### config.mk
export PLATFORM = sky130hd
export DESIGN_NAME = seq_hit_window_counter
export DESIGN_NICKNAME = d
export VERILOG_FILES = /design/src/rtl/seq_det_pkg.sv /design/src/rtl/seq_hit_window_counter_win_timer.sv /design/src/rtl/seq_hit_window_counter.sv
export SDC_FILE = /design/constraint.sdc
export NUM_CORES = 1
export LEC_CHECK = 0
export ABC_AREA = 1
export CAP_MARGIN = 10
export CORE_MARGIN = 2
export CORE_UTILIZATION = 45
export DETAILED_ROUTE_END_ITERATION = 6
export PLACE_DENSITY_LB_ADDON = 0.2
export SLEW_MARGIN = 0
export SYNTH_ARGS = -nofsm -noshare
export SYNTH_HDL_FRONTEND = slang
export SYNTH_SLANG_ARGS = --single-unit
export TNS_END_PERCENT = 5
### constraint.sdc
create_clock -name clk -period 1.5 [get_ports clk]
set_input_delay 0.3 -clock clk [delete_from_list [all_inputs] [get_ports clk]]
set_output_delay 0.3 -clock clk [all_outputs]
set_load 0.01 [all_outputs]
### src/rtl/seq_det_pkg.sv
// Shared definitions for the sequence-hit window counter.
//   state_t       : window FSM encoding (IDLE=1'b0, RUN=1'b1)
//   DEF_WIN_LEN   : default window length in clk cycles
//   DEF_CNT_W     : default hit-count width
//   DEF_THRESH    : default alarm threshold
package seq_det_pkg;

  typedef enum logic {
    IDLE = 1'b0,
    RUN  = 1'b1
  } state_t;

  localparam int unsigned DEF_WIN_LEN = 64;
  localparam int unsigned DEF_CNT_W   = 8;
  localparam int unsigned DEF_THRESH  = 4;

endpackage

### src/rtl/seq_hit_window_counter_win_timer.sv
// win_timer: modulo-WIN_LEN cycle counter for the hit window.
// Counts RUN cycles 0..WIN_LEN-1 and flags the final cycle of each window.
// The position is held at zero whenever run is low, so a new window always
// starts from its first cycle.
// Ports:
//   clk  : clock, rising edge
//   rst  : synchronous active-low reset
//   run  : window FSM is in RUN this cycle
//   last : this RUN cycle is the final cycle of the window
module win_timer #(
  parameter int unsigned WIN_LEN = 64
) (
  input  logic clk,
  input  logic rst,
  input  logic run,
  output logic last
);

  localparam int unsigned PW = (WIN_LEN > 1) ? $clog2(WIN_LEN) : 1;
  localparam logic [PW-1:0] LAST_POS = PW'(WIN_LEN - 1);

  logic [PW-1:0] pos;

  always_ff @(posedge clk) begin
    if (!rst) begin
      pos <= '0;
    end else if (!run || pos == LAST_POS) begin
      pos <= '0;
    end else begin
      pos <= pos + 1'b1;
    end
  end

  assign last = run && (pos == LAST_POS);

endmodule

### src/rtl/seq_hit_window_counter.sv
// seq_hit_window_counter: counts hit pulses over fixed windows of WIN_LEN
// RUN cycles and presents each completed window's count through a
// valid/ready result register with overrun and threshold-alarm flags.
// Optional feature macro: SEQ_HIT_STICKY_ALARM_EN -- when defined, alarm
// stays high once set until reset or the FSM returns to IDLE.
// Ports:
//   clk         : clock, rising edge
//   rst         : synchronous active-low reset
//   en          : window counting enable (IDLE <-> RUN)
//   hit         : one-cycle match pulse from the upstream detector
//   res_ready   : consumer accepts result
//   res_valid   : result available
//   res_count   : hits counted in last completed window (saturating)
//   res_overrun : an unread result was overwritten
//   alarm       : last completed window reached THRESH
//   win_active  : FSM in RUN
module seq_hit_window_counter
  import seq_det_pkg::*;
#(
  parameter int unsigned WIN_LEN = DEF_WIN_LEN,
  parameter int unsigned CNT_W   = DEF_CNT_W,
  parameter int unsigned THRESH  = DEF_THRESH
) (
  input  logic             clk,
  input  logic             rst,
  input  logic             en,
  input  logic             hit,
  input  logic             res_ready,
  output logic             res_valid,
  output logic [CNT_W-1:0] res_count,
  output logic             res_overrun,
  output logic             alarm,
  output logic             win_active
);

  state_t           state, state_next;
  logic             run;
  logic             win_last;
  logic             done;
  logic             handshake;
  logic [CNT_W-1:0] live;
  logic [CNT_W-1:0] live_inc;
  logic             over;

  always_ff @(posedge clk) begin
    if (!rst) state <= IDLE;
    else      state <= state_next;
  end

  always_comb begin
    state_next = state;
    run        = 1'b0;
    case (state)
      IDLE: if (en) state_next = RUN;
      RUN: begin
        run = 1'b1;
        if (!en) state_next = IDLE;
      end
      default: state_next = IDLE;
    endcase
  end

  assign win_active = run;

  win_timer #(.WIN_LEN(WIN_LEN)) u_timer (
    .clk  (clk),
    .rst  (rst),
    .run  (run),
    .last (win_last)
  );

  // Count including this cycle's hit, saturating at all-ones.
  assign live_inc  = (hit && live != '1) ? live + 1'b1 : live;
  assign done      = run && win_last;
  assign handshake = res_valid && res_ready;
  assign over      = (32'(live_inc) >= THRESH);

  // Live count is cleared in IDLE, which discards any partial window.
  always_ff @(posedge clk) begin
    if (!rst || !run || win_last) live <= '0;
    else                          live <= live_inc;
  end

  // A completion takes priority over a handshake: the new result is loaded,
  // valid stays high, and overrun only rises when the old result was unread.
  always_ff @(posedge clk) begin
    if (!rst) begin
      res_valid   <= 1'b0;
      res_count   <= '0;
      res_overrun <= 1'b0;
    end else if (done) begin
      res_valid <= 1'b1;
      res_count <= live_inc;
      if (res_valid && !res_ready) res_overrun <= 1'b1;
    end else if (handshake) begin
      res_valid   <= 1'b0;
      res_overrun <= 1'b0;
    end
  end

`ifdef SEQ_HIT_STICKY_ALARM_EN
  always_ff @(posedge clk) begin
    if (!rst || !en)   alarm <= 1'b0;
    else if (done && over) alarm <= 1'b1;
  end
`else
  always_ff @(posedge clk) begin
    if (!rst)      alarm <= 1'b0;
    else if (done) alarm <= over;
  end
`endif

endmodule

## Yosys cells after proc, flatten, opt, wreduce, memory -nomap -nowiden

Index checks and enable logic that the tools add are counted.
W data, S select, Z words.

- $lt $le $gt $ge: 1
- Bitwise gates (word level): 1
- Equal/unequal tests: 3
- $add $sub $neg: 2
- Mux-type cells: 7
- Reductions and logical operators: 14

Operators by type and width:

| kind | number |
|---|---|
| $add A8 B1 Y8 const B | 1 |
| $ge A8 B3 Y1 const B | 1 |
| $mux W8 | 1 |
| $ne A8 B8 Y1 const B | 1 |
| $add A6 B1 Y6 const B | 1 |
| $eq A6 B6 Y1 const B | 1 |
| $mux W1 | 6 |
| $logic_and A1 B1 Y1 | 5 |
| $logic_not A1 Y1 | 3 |
| $logic_or A1 B1 Y1 | 3 |
| $ne A2 B1 Y1 const B | 1 |
| $reduce_and A2 Y1 | 1 |
| $reduce_bool A2 Y1 | 1 |
| $reduce_or A2 Y1 | 1 |
| $not A1 Y1 | 1 |

- Flip-flop bits (word level): 26
- Output and inout port bits: 12

## Longest topological paths before layout

Gate-level depths: netlist (run 1).

- Word-level depth: 5
- Depth in mapped cells: 12

## By module

From an unflattened synthesis (run 1), not the netlist that was laid out.

- Cells, all modules: 161
- Area total of the unflattened synthesis: 1233.7 µm²

By module, submodules not included:

| module | cells an instance | instances | area an instance (µm²) |
|---|---|---|---|
| seq_hit_window_counter | 130 | 1 | 960.9 |
| win_timer | 31 | 1 | 272.8 |

## Worst setup path after synthesis (run 1)

Ideal clock, no wire load.

- Path kind: register -> register
- Start: reg u_timer.pos[0]
- End: reg live[7]
- Library setup time: 0.116 ns
- Arrival time: 1.280 ns
- Slack: 0.104 ns
- Period minus slack after synthesis: 1.396 ns
- Cell stages (with the launch flop): 10
- Required time: 1.384 ns
- Buffers on the path: 1
- Cell sequence: dfxtp_1 ha_1 nand2_1 inv_2 nand2_2 nor3_4 inv_2 nand3_2 buf_6 nor2_1

- Longest elaborated chain between the ends: 3

RTL lines:

| what | RTL line | text |
|---|---|---|
| from (decl) | seq_hit_window_counter_win_timer.sv:22 | `logic [PW-1:0] pos;` |
| from (signal assigned) | seq_hit_window_counter_win_timer.sv:30 | `pos <= pos + 1'b1;` |
| $eq A6 B6 Y1 | seq_hit_window_counter_win_timer.sv:34 | `assign last = run && (pos == LAST_POS);` |
| $logic_and A1 B1 Y1 | seq_hit_window_counter_win_timer.sv:34 |  |
| $logic_or A1 B1 Y1 | seq_hit_window_counter.sv:80 | `if (!rst \|\| !run \|\| win_last) live <= '0;` |
| to (signal assigned) | seq_hit_window_counter.sv:81 | `else live <= live_inc;` |
| to (decl) | seq_hit_window_counter.sv:41 | `logic [CNT_W-1:0] live;` |

No other way between the ends.
A chain may end at the register's enable or synchronous reset.

## Worst setup path in the final report (run 1)

- Start: reg u_timer.pos[1]
- End: reg alarm

- Longest elaborated chain between the ends: 3

RTL lines:

| what | RTL line | text |
|---|---|---|
| $eq A6 B6 Y1 | seq_hit_window_counter_win_timer.sv:34 |  |
| $logic_and A1 B1 Y1 | seq_hit_window_counter_win_timer.sv:34 |  |
| $logic_and A1 B1 Y1 | seq_hit_window_counter.sv:74 | `assign done = run && win_last;` |
| to (signal assigned) | seq_hit_window_counter.sv:109 | `else if (done) alarm <= over;` |
| to (decl) | seq_hit_window_counter.sv:32 | `output logic alarm,` |

No other way between the ends.

==> results of run 1 <==
logic make-up after synthesis:
logic type,share of synthesized area
and+or+nand+nor,0.316
buffers and inverters,0.112
DFF,0.414
AOI/OAI and AO/OA,0.110
xor gates and xnor gates,0.0269
adders and majority gates,0.0199
power by group through the flow:
stage	clock network [mW]	logic, mW	registers, mW
5_1_grt	0.367	0.0694	0.700
6_report	0.340	0.0632	0.699
3_5_place_dp	0	0.0619	0.712
2_1_floorplan	0	0.0298	0.714
4_1_cts	0.354	0.0630	0.698
3_3_place_gp	0	0.0612	0.712
worst max-delay path, stage by stage, from the launching register on:
cell     delay (ns)
dfxtp_2        0.35
ha_2           0.17
nand2_1        0.06
inv_2          0.08
nand2_4        0.05
nor3_4         0.14
buf_6          0.14
nand3_2        0.08
nor2_1         0.09
nand3_1        0.07
nand2_1        0.06
inv_1          0.03
cell usage in the layout (no fill, tap or decap), drive strengths merged:
| cell | netlist | layout |
|---|---|---|
| nor3 | 4 | 4 |
| ha | 2 | 2 |
| clkdlybuf4s50 | 0 | 4 |
| nand4 | 1 | 1 |
| xor2 | 1 | 1 |
| o211ai | 5 | 5 |
| clkbuf | 0 | 4 |
| a21oi | 9 | 9 |
| nor2 | 20 | 20 |
| buf | 3 | 17 |
| nand3 | 11 | 11 |
| o21ai | 5 | 5 |
| dfxtp | 26 | 26 |
| dlymetal6s2s | 0 | 1 |
| dlygate4sd2 | 0 | 11 |
| nand2 | 43 | 43 |
| xnor2 | 2 | 2 |
| a21o | 1 | 1 |
| inv | 29 | 29 |
| o21a | 2 | 2 |
routing by layer:
layer / vias to the layer above / share of wire / routed length (um)
met3: 2 / 0.024 / 60
met1: 491 / 0.48 / 1210
met4: 0 / 0.0067 / 17
met2: 11 / 0.49 / 1240
met5: - / 0 / 0
li1: 575 / - / -
state kept, by name, indices dropped and copies added, names as in the netlist:
| signal | flops |
|---|---|
| u_timer.pos | 6 |
| res_valid | 1 |
| live | 8 |
| alarm | 1 |
| state | 1 |
| res_count | 8 |
| res_overrun | 1 |
stage by stage:
step / setup TNS (ns) / cells / instance area, sq um
3_3_place_gp: -0.282 / 222 / 1530
3_5_place_dp: -0.448 / 222 / 1530
2_1_floorplan: 0 / 164 / 1260
4_1_cts: -0.0123 / 228 / 1600
5_1_grt: -0.0447 / 229 / 1640
6_report: 0 / 229 / 1640
timing repair:
item | in CTS | in global routing
resized for setup | 17 | 15
pin swaps | 1 | 7
setup endpoints to repair | 28 | 22
setup buffers | 2 | 1
gates cloned | 0 | 0
layout make-up:
| type | count | area share |
|---|---|---|
| multi-input cells | 106 | 0.389 |
| flip-flops and latches | 26 | 0.323 |
| repair buffers | 33 | 0.173 |
| inverters | 29 | 0.0694 |
| clock buffers | 4 | 0.0221 |
| well taps | 31 | 0.0236 |
how the worst max path moves through the flow:
stage	startpoint	end	slack, ns	depth (start not counted)
6_report	u_timer.pos[1]$_SDFF_PP0_	alarm$_SDFFE_PN0P_	0.08	11
5_1_grt	u_timer.pos[1]$_SDFF_PP0_	alarm$_SDFFE_PN0P_	-0.02	11
4_1_cts	u_timer.pos[1]$_SDFF_PP0_	res_count[1]$_SDFFE_PN0P_	-0.008	10
3_5_place_dp	hit	alarm$_SDFFE_PN0P_	-0.13	9
3_3_place_gp	hit	alarm$_SDFFE_PN0P_	-0.12	9
2_1_floorplan	u_timer.pos[0]$_SDFF_PP0_	live[7]$_SDFF_PP0_	0.10	9
==> reports/results.ini, run 1 <==
[final_layout]
nFillCells = 253
finish.net_count = 206
insertedDiodeCount = 0
drive_above_1_share = 0.278
fin_util = 0.606
regArea_sq_um = 531
syn_to_final_growth_pct = 30.5
multiInputGateArea_sq_um = 638

[power_and_ir_drop]
power_density_nw_per_um2 = 671
power.switching_mw = 0.229
swShare = 0.208
p_int_mw = 0.873
power_frac_comb = 0.057
power.static_leakage_nw = 0.794
p_seq_frac = 0.634
pwr-share-clk = 0.309
ir_drop_mv = 0.809
total_power_mw = 1.10

[detailed_routing]
avgViaCountPerCell = 4.71
dr.pass1.iters = 6
ant_nets = 0
drtIter0Drc = 19
wire_per_inst_um = 11.1
wirelength_mm = 2.53
vias = 1079
drc = 0

[critical_path]
cp-start-kind = flop
r2r_end = alarm$_SDFFE_PN0P_
rr_worst_depth = 11
required_ns = 1.72
end_kind = flop
reg2reg_slack_ns = 0.08
critical_path_class = flop to flop
arrival_ns = 1.64
crit_fanout = 5
rr_startpoint = u_timer.pos[1]$_SDFF_PP0_

[clocking]
path_clk_slew_ns = 0.14
htree_levels = 1
cts_tree = done
clock_latency_ns = 0.31
clock-sinks = 26
cts_buffers = 3
cts_root_buf = clkbuf_4
clockBufferDepth = 2
ctsHoldBuffers = 0

[floorplan]
chipWidth_um = 56.9
rows = 19
num_io_pins = 17
die_h_um = 56.9
initial_core_util = 0.464
dieArea_sq_um = 3230
core_area_sq_um = 2710

[synthesis]
synthArstFlopShare = 0
netlist.area_leader.share = 0.414
synth_ff_type = dfxtp_1
yosysSeqAreaShare = 0.414
synth_common_cells = nand2_1, dfxtp_1, inv_1, nor2_1
synth_seq_cells = 26
synthesis.area_sq_um = 1260
yosysMostFrequentCell = nand2_1
ys_types = 29
synth_area_leaders = dfxtp_1, nand2_1, inv_1
synth_top_cell_by_area = dfxtp_1
avgSynthCellArea_sq_um = 7.67
syn_nets = 171
synth_edf_count = 0
synth_warnings = 0
synth_cells = 164

[grt]
grt.met3_usage = 0.0346
use_met1 = 0.222
grt_pass1_wl_mm = 4.44
grt_max_degree = 15
grt.busiest_layer = met2
grt_use_met2 = 0.301
grt.overflow.total = 0
antenna_found_initial = 0
grt_use_total = 0.172
first_global_vias = 1061

[min_path]
whs_path_depth = 3
min_delay_worst_endpoint = state$_SDFF_PN0_
hold_start = en
min_path_type = input pin to flop

[placement]
hpwl_mm = 2.00
port_buffers = 16
dp_worst_setup_slack_ns = -0.134
gp_congestion = 0.870

[timing]
fmax_mhz = 706
fin_crit_sh = 0.944
period_minus_slack_ns = 1.42
worst_pin_slew_ns = 0.202
hold_viol_final = 0
timing.hold.ws_ns = 0.497
setup_slack_ns = 0.0834
slew_viol_final = 0
skew_ns = 0.00589
setup_viol = 0
rsz0062_at_grt = true
relSlewSlack = 0.864

[job]
drv_cap = 0

[run_status]
status = finished, final reports clean

Note: power is estimated with default switching activity, not from simulation.
==> run 2, diff against run 1 <==
--- a/config.mk
+++ b/config.mk
@@ -7,8 +7,8 @@
 export LEC_CHECK = 0
 export ABC_AREA = 1
 export CAP_MARGIN = 10
-export CORE_MARGIN = 2
-export CORE_UTILIZATION = 45
+export CORE_MARGIN = 10
+export CORE_UTILIZATION = 48
 export DETAILED_ROUTE_END_ITERATION = 6
 export PLACE_DENSITY_LB_ADDON = 0.2
 export SLEW_MARGIN = 0
==> run 2 against run 1 <==
  * Clock power shrank 19%
  * Wire length grew 2.4%
  * Hold slack worse by 0.0016 ns
  * Largest cell class unchanged
  * Global-route usage fell by 7.1 points
  * Sequential share of layout area is 0.56 points lower
==> reports/results.ini, run 2 (synthesized netlist as in run 1, its figures left out) <==
[critical_path]
required_ns = 1.73
r2r_end = alarm$_SDFFE_PN0P_
cp-start-kind = flop
reg2reg_slack_ns = 0.03
rr_startpoint = u_timer.pos[1]$_SDFF_PP0_
critical_path_class = flop to flop
arrival_ns = 1.70
rr_worst_depth = 11
crit_fanout = 4
end_kind = flop

[detailed_routing]
drc = 0
avgViaCountPerCell = 4.93
wirelength_mm = 2.59
wire_per_inst_um = 11.5
drtIter0Drc = 44
dr.pass1.iters = 2
vias = 1114
ant_nets = 0

[timing]
worst_pin_slew_ns = 0.239
setup_viol = 0
slew_viol_final = 0
rsz0062_at_grt = true
hold_viol_final = 0
relSlewSlack = 0.840
skew_ns = 0.00692
fin_crit_sh = 0.982
fmax_mhz = 679
period_minus_slack_ns = 1.47

[final_layout]
instances_no_fill = 226
nFillCells = 219
drive_above_1_share = 0.286
final_common_cell = nand2_1
multiInputGateArea_sq_um = 672
regArea_sq_um = 528
reg.largest.list = live (8), res_count (8), u_timer.pos (6)
insertedDiodeCount = 0
final_cell_mix = nand2_1, inv_1, dfxtp_1
finish.net_count = 205
syn_to_final_growth_pct = 32.2

[power_and_ir_drop]
power.static_leakage_nw = 0.786
total_power_mw = 1.04
power_density_nw_per_um2 = 623
ir_drop_mv = 0.574

[floorplan]
chipWidth_um = 71.2
core_area_sq_um = 2500
initial_core_util = 0.503
rows = 18
num_io_pins = 17
dieArea_sq_um = 5070
die_h_um = 71.2

[grt]
grt_use_total = 0.101
antenna_found_initial = 0
grt_pass1_wl_mm = 4.31
grt_max_degree = 14
first_global_vias = 1049
grt.overflow.total = 0

[clocking]
clock-sinks = 26
cts_root_buf = clkbuf_4
path_clk_slew_ns = 0.12
cts_tree = done
ctsHoldBuffers = 0
clock_latency_ns = 0.31
clockBufferDepth = 2
cts_buffers = 3
htree_levels = 1

[job]
drv_cap = 0

[min_path]
min_delay_worst_endpoint = state$_SDFF_PN0_
hold_start = en
whs_path_depth = 3
min_path_type = input pin to flop

[placement]
port_buffers = 16
numPlacedInstances = 219
gp_congestion = 0.805
hpwl_mm = 1.97

[run_status]
status = finished, final reports clean

-- run 2: final cells by class --
| class | count | area share |
|---|---|---|
| sequential | 26 | 0.318 |
| timing repair buffer | 32 | 0.171 |
| tap | 30 | 0.0226 |
| multi-input combinational | 106 | 0.404 |
| inverter | 29 | 0.0715 |
| clock buffer | 3 | 0.0135 |
-- run 2: how the worst max path moves through the flow --
stage | from | slack [ns] | cells after the start | to
6_report | u_timer.pos[1]$_SDFF_PP0_ | 0.03 | 11 | alarm$_SDFFE_PN0P_
5_1_grt | u_timer.pos[1]$_SDFF_PP0_ | -0.06 | 11 | alarm$_SDFFE_PN0P_
4_1_cts | u_timer.pos[0]$_SDFF_PP0_ | -0.03 | 10 | res_overrun$_SDFFE_PN0P_
3_5_place_dp | hit | -0.08 | 10 | alarm$_SDFFE_PN0P_
3_3_place_gp | hit | -0.06 | 9 | alarm$_SDFFE_PN0P_
2_1_floorplan | u_timer.pos[0]$_SDFF_PP0_ | 0.10 | 9 | live[7]$_SDFF_PP0_
-- run 2: power by group --
part	switching (mW)	internal (mW)	total (mW)	leakage [nW]
combinational	0.0336	0.0280	0.0617	0.559
sequential	0.00460	0.695	0.699	0.212
clock	0.181	0.0938	0.275	0.0138
-- run 2: layer usage --
layer  wire length, um  vias to the layer above  global-route usage
li1                  -                      576                   -
met1              1070                      519               0.107
met2              1390                       15               0.181
met3               102                        4              0.0251
met4                35                        0              0.0452
met5                 0                        -                   0
-- run 2: metrics by stage --
step                utilization  TNS [ns]  worst slack (ns)  instance area [sq um]  hold WS, ns
finish                    0.665         0            0.0270                   1660        0.496
global route              0.665    -0.198           -0.0590                   1660        0.508
CTS                       0.615   -0.0428           -0.0348                   1540        0.485
detailed placement        0.607    -0.396           -0.0805                   1520        0.489
global placement          0.607   -0.0941           -0.0575                   1520        0.478
floorplan                     -         0             0.104                   1260        0.398
-- run 2: critical path, cell delays in order (launching register included) --
cell	delay, ns
dfxtp_2	0.37
ha_4	0.14
nand2_2	0.05
inv_2	0.07
nand2_4	0.06
nor3_4	0.22
buf_6	0.15
nand3_4	0.07
nor2_2	0.09
nand3_1	0.07
nand2_1	0.07
inv_1	0.03
-- run 2: timing repair --
| item | CTS | global route |
|---|---|---|
| pin swaps | 0 | 8 |
| resized for setup | 15 | 26 |
| buffers inserted | 0 | 4 |
| setup endpoints to repair | 28 | 25 |
==> run 3, diff against run 2 <==
--- a/config.mk
+++ b/config.mk
@@ -6,7 +6,7 @@
 export NUM_CORES = 1
 export LEC_CHECK = 0
 export ABC_AREA = 1
-export CAP_MARGIN = 10
+export CAP_MARGIN = 20
 export CORE_MARGIN = 10
 export CORE_UTILIZATION = 48
 export DETAILED_ROUTE_END_ITERATION = 6
==> results of run 3 <==
Final layout, timing and power as in run 2 (identical DEF).
